<file path="src/rtl/core_mem_arbiter.sv">
// Two-requester memory bus arbiter: fetch and load/store share one bus, one
// transaction in flight, data preferred with a starvation bound for fetch.
module core_mem_arbiter #(
    parameter int FETCH_STARVE_LIMIT = 4
) (
    input  logic        clk,
    input  logic        rst,
    input  logic        fetch,
    input  logic [29:0] addr,
    output logic        fetched,
    output logic [31:0] fetch_data,
    input  logic        data_start,
    input  logic        data_write,
    input  logic [29:0] data_addr,
    input  logic [31:0] data_wdata,
    input  logic [3:0]  data_be,
    output logic        data_ready,
    output logic [31:0] data_rdata,
    output logic        mem_start,
    output logic        mem_write,
    output logic [29:0] mem_addr,
    output logic [31:0] mem_wdata,
    output logic [3:0]  mem_be,
    input  logic [31:0] mem_rdata,
    input  logic        mem_ready
);
    localparam int CW = $clog2(FETCH_STARVE_LIMIT + 1);
    localparam logic [CW-1:0] LIMIT = CW'(FETCH_STARVE_LIMIT);

    typedef enum logic [1:0] {IDLE, FETCH, DATA} state_t;

    typedef struct packed {
        logic        write;
        logic [29:0] addr;
        logic [31:0] wdata;
        logic [3:0]  be;
    } bus_req_t;

    state_t        state;
    logic [CW-1:0] starve;
    bus_req_t      bus;
    logic          arb, grant_fetch, grant_data;

    // A completing transaction is also an arbitration point, so the bus never idles.
    assign arb         = (state == IDLE) || mem_ready;
    assign grant_fetch = fetch && (!data_start || starve == LIMIT);
    assign grant_data  = data_start && !grant_fetch;

    always_ff @(posedge clk or posedge rst) begin
        if (rst) begin
            state     <= IDLE;
            starve    <= '0;
            mem_start <= 1'b0;
            bus       <= '0;
        end else begin
            mem_start <= 1'b0;
            if (arb) begin
                if (grant_fetch) begin
                    state     <= FETCH;
                    mem_start <= 1'b1;
                    starve    <= '0;
                    bus       <= '{write: 1'b0, addr: addr, wdata: 32'h0, be: 4'hF};
                end else if (grant_data) begin
                    state     <= DATA;
                    mem_start <= 1'b1;
                    starve    <= fetch ? starve + 1'b1 : '0;
                    bus       <= '{write: data_write, addr: data_addr,
                                   wdata: data_wdata, be: data_be};
                end else begin
                    state <= IDLE;
                end
            end
        end
    end

    assign mem_write  = bus.write;
    assign mem_addr   = bus.addr;
    assign mem_wdata  = bus.wdata;
    assign mem_be     = bus.be;

    assign fetched    = (state == FETCH) && mem_ready;
    assign data_ready = (state == DATA) && mem_ready;
    assign fetch_data = mem_rdata;
    assign data_rdata = mem_rdata;
endmodule

</file>
<file path="config.mk">
export PLATFORM = sky130hd
export DESIGN_NAME = core_mem_arbiter
export DESIGN_NICKNAME = d
export VERILOG_FILES = /design/src/rtl/core_mem_arbiter.sv
export SDC_FILE = /design/constraint.sdc
export NUM_CORES = 1
export LEC_CHECK = 0
export CAP_MARGIN = 20
export CORE_UTILIZATION = 36
export CTS_BUF_LIST = sky130_fd_sc_hd__clkbuf_4 sky130_fd_sc_hd__clkbuf_8
export CTS_CLUSTER_SIZE = 30
export DETAILED_ROUTE_END_ITERATION = 6
export HOLD_SLACK_MARGIN = 0.02
export PLACE_DENSITY = 0.82
export SYNTH_ARGS = -nofsm -noshare
export SYNTH_HDL_FRONTEND = slang
export SYNTH_SLANG_ARGS = --single-unit
</file>
<file path="constraint.sdc">
create_clock -name clk -period 3.45 [get_ports clk]
set_clock_uncertainty 0.1 [all_clocks]
set_input_delay 0.69 -clock clk [delete_from_list [all_inputs] [get_ports clk]]
set_output_delay 0.69 -clock clk [all_outputs]
set_load 0.02 [all_outputs]
</file>
**Word-level counts from Yosys, hierarchy flattened**

Index checks and enable logic that the tools add are counted.

- Bits in registers: 73
- Bits of input ports: 134
- Output and inout bits: 134
- Word-level logic and storage cells: 32

- Add/sub/neg operators: 1
- Eq/ne operators: 3
- Multiplexer cells: 10
- Reduce and logical (&&, ||, !) cells: 11

Operator list:

| cell | count |
|---|---|
| two-way mux 67 bit | 2 |
| two-way mux 3 bit | 3 |
| logical AND 1 bit | 4 |
| two-way mux 2 bit | 2 |
| adder 3 x 1 -> 3 bit (second input constant) | 1 |
| equality test 3 bit (second input constant) | 1 |
| two-way mux 1 bit | 3 |
| equality test 2 x 1 -> 1 bit (second input constant) | 1 |
| equality test 2 bit (second input constant) | 1 |
| zero test 1 bit | 2 |
| zero test 2 bit | 1 |
| logical OR 1 bit | 2 |
| AND reduction 2 bit | 1 |
| nonzero test 2 bit | 1 |

**Longest topological paths before layout**

- Depth in word-level cells: 8
- Mapped depth: 7
- Depth with buffers taken out: 5

**Least setup slack after synthesis**

Ideal clock, no wire load.

- Path kind: in2out
- Start: input mem_ready
- End: output fetched
- Data arrival time: 1.014 ns
- Data required time: 2.660 ns
- Setup slack: 1.646 ns
- Stages: 2
- Buffers on the path: 0
- Cells stage by stage: nand2_1 -> nor2_1

- Word-level cells in the longest chain between the ends: 1

Ends and longest elaborated chain:

| item | line | RTL |
|---|---|---|
| from (decl) | 25 | `input logic mem_ready` |
| logical AND 1 bit | 81 | `assign fetched = (state == FETCH) && mem_ready;` |
| to (decl) | 10 | `output logic fetched,` |

No other way between the ends.

**Final worst setup path**

- Start: input mem_ready
- End: output data_ready

- Word-level cells in the longest chain between the ends: 1

Ends and longest elaborated chain:

| item | line | RTL |
|---|---|---|
| logical AND 1 bit | 82 | `assign data_ready = (state == DATA) && mem_ready;` |
| to (decl) | 17 | `output logic data_ready,` |

No other way between the ends.

==> metrics.txt <==
CP delay by family, top buffers and inverters; aggregate global routing overflow 0; combinational share of power 32.7%; CTS tree built; Slew Limit Fails 0; sequential area share after synthesis 49.7%; DR vias 3086; Layout area overhead 40.2%; CP max FO 5; Max rail drop VDD 0.205 mV; Layout Nets 583; setup violators final 0; placed cells 569; gr usage total 19.0%; Iteration-0 DRC Markers 126; highest clock rate 361 MHz; Sw Ratio 32.0%; final WL 10.4 mm; Slew @ Worst Pin 922 ps; CORE AREA 9820 µm²; detailed-placement wirelength estimate 7.47 mm; Final Hold Violating Endpoints 0; Clk pwr share 26.0%; post-cts hold buffer count 0; Antenna Nets Post-Route 0; total CTS buffers 9; power density cells 504 nW/µm²; final std cells w/o fill 585; setup_tns 0 ps; clk_lat worst skew 340 ps; Max Cap Viol 0; CP Cell Sequence clkdlybuf4s50_1, and3b_1, clkdlybuf4s50_1; DIE HEIGHT 103 µm; vias in the first global route 3129; syn avg cell area 10.4 µm²; Finished Cell Area 5150 µm²; RePlAce Congestion 0.767; PortBufs 171; Power, Total 2.60 mW; crit end category primary output; outcome complete, no violations; global-route wire length before repair 15.4 mm; routed vias/inst 5.28; clock sink total 73; share of layout cells above drive strength 1 6.64%; Initial Util 37.4%; CP max-delay cell clkdlybuf4s50_1; DP Area 4950 µm²; antenna cells 0; minimum clock period 2770 ps; Wirelength per Cell 17.8 µm; worst hold-check path type reg -> reg; TritonRoute pass-1 iters 4; area of the die 10600 µm²; Buf/Inv on CP 2; boundary pin count 268; htree depth 3; Internal 1.76 mW; number of remaining DRC errors 0; Net Count, Synth 488; Synth cell types 33; Leak 2.06 nW; cell mode on critical path clkdlybuf4s50_1; Ys Warns 0; RSZ-0062 raised after global routing false; Yosys reg bits 73; CP startpoint kind primary input; postcts setup bufs 0; Req. time, crit path 2660 ps; Root Buffer clkbuf_8; CP arrival 1980 ps; worst setup path category in -> out; Max Root-Sink Buffers 2; Worst slew margin 38.3%; utilization after layout 52.5%; post-CTS sizing 0; Tcrit/Tclk final 80.2%; clk slew on worst S/H paths 80 ps; Die Wd 103 µm; Cells after Synth 352; crit-path max cell delay 590 ps; row count 36; Sw Pwr 0.832 mW; initial antenna violation count 0; post-synthesis cell area 3680 µm²; sequential share of power 41.3%; largest net degree at the start of global routing 39
==> cells in the mapped netlist <==
cell       count  area (µm²)
a21oi_1       30         150
buf_2         11        55.1
or2_1          1        6.26
o22a_1         4        35.0
a31oi_1       30         188
o21ai_0       29         145
and3b_1        1        8.76
nand2_1        3        11.3
o211a_4        1        17.5
inv_1          5        18.8
inv_4          1        6.26
clkbuf_1       7        26.3
o21ai_1        2        10.0
o22ai_1        1        6.26
o21bai_4       1        18.8
xnor2_1        1        8.76
nor2_1         1        3.75
clkbuf_2       1        5.00
buf_4         70         526
dfrtp_1       73        1830
a22o_1        33         289
o2bb2ai_1      1        8.76
mux2i_1        1        10.0
nand2_8        1        20.0
a31o_2         1        8.76
a21boi_2       1        11.3
nand2b_1       1        6.26
ha_1           2        25.0
nand3_1       31         155
o211ai_1       1        7.51
nor2b_1        1        6.26
a21bo_2        1        10.0
buf_6          4        45.0
==> area by class of cell <==
cell class | instances | area [µm²]
fillers | 925 | 4670
flip-flops and latches | 73 | 1830
repair buffers | 177 | 1770
multi-input cells | 180 | 1170
well taps | 133 | 166
clock buffers | 10 | 131
clock inverters | 6 | 67.6
inverters | 6 | 25.0
==> stage by stage <==
stage               worst slack, ps  hold slack (ps)
floorplan                       807              435
global placement                674              390
detailed placement              630              391
CTS                             671              412
global route                    623              427
finish                          683              410
==> power by group through the flow <==
stage	registers (mW)	logic, mW	clock network [mW]
floorplan	1.24	0.367	0
global placement	1.08	0.838	0
detailed placement	1.09	0.854	0
CTS	1.07	0.857	0.692
global route	1.09	0.903	0.726
finish	1.07	0.849	0.676
==> worst reg2reg max path: stages (launching register included) <==
cell and delay (ps):
dfrtp_1 450, o21bai_4 770, nand2_8 310, inv_4 410, a31oi_1 170
==> path summary, 6_finish.rpt <==
check	from	endpoint	slack, ps	cells past startpoint
setup / recovery	mem_ready	data_ready	680	3
hold / removal	mem_wdata[7]$_DFFE_PP0P_	mem_wdata[7]$_DFFE_PP0P_	410	1
setup reg to reg	state[1]$_DFFE_PP0P_	mem_addr[14]$_DFFE_PP0P_	1100	4
hold reg to reg	mem_wdata[7]$_DFFE_PP0P_	mem_wdata[7]$_DFFE_PP0P_	410	1
max in group asynchronous	rst	mem_wdata[9]$_DFFE_PP0P_	1840	3
min in group asynchronous	rst	mem_write$_DFFE_PP0P_	730	2
==> metal layers <==
metal	part of all wire (%)	vias to the layer above	global-route usage, %	wire (µm)
met3	8.0	29	5.36	830
li1	-	1401	-	-
met4	2.3	0	8.99	237
met5	0	-	0	0
met2	51	159	33.2	5370
met1	38	1497	21.4	4000
==> placed cells by master, fill, tap and decap left out, types with 2 or more instances in the layout <==
cell / Yosys / layout
clkinvlp_4: 0 / 2
nand2_1: 3 / 3
clkbuf_8: 0 / 9
o21ai_0: 29 / 29
ha_1: 2 / 2
nand3_1: 31 / 31
a21oi_1: 30 / 30
a22o_1: 33 / 33
buf_4: 70 / 5
o22a_1: 4 / 4
clkdlybuf4s50_1: 0 / 171
inv_1: 5 / 4
dfrtp_1: 73 / 73
o21ai_1: 2 / 2
a31oi_1: 30 / 30
==> cells by family after synthesis <==
kind of cell    synth area share [%]
simple gates                    5.92
mux                            0.272
flops                           49.7
fa+ha+maj                      0.681
compound gates                  24.6
xor+xnor                       0.238
buf+inv                         18.5
==> registers in the layout, summed over array words and instances (netlist names) <==
name,count
mem_start,1
mem_addr,30
starve,3
mem_be,4
mem_write,1
state,2
mem_wdata,32
(Power assumes the default switching activity.)
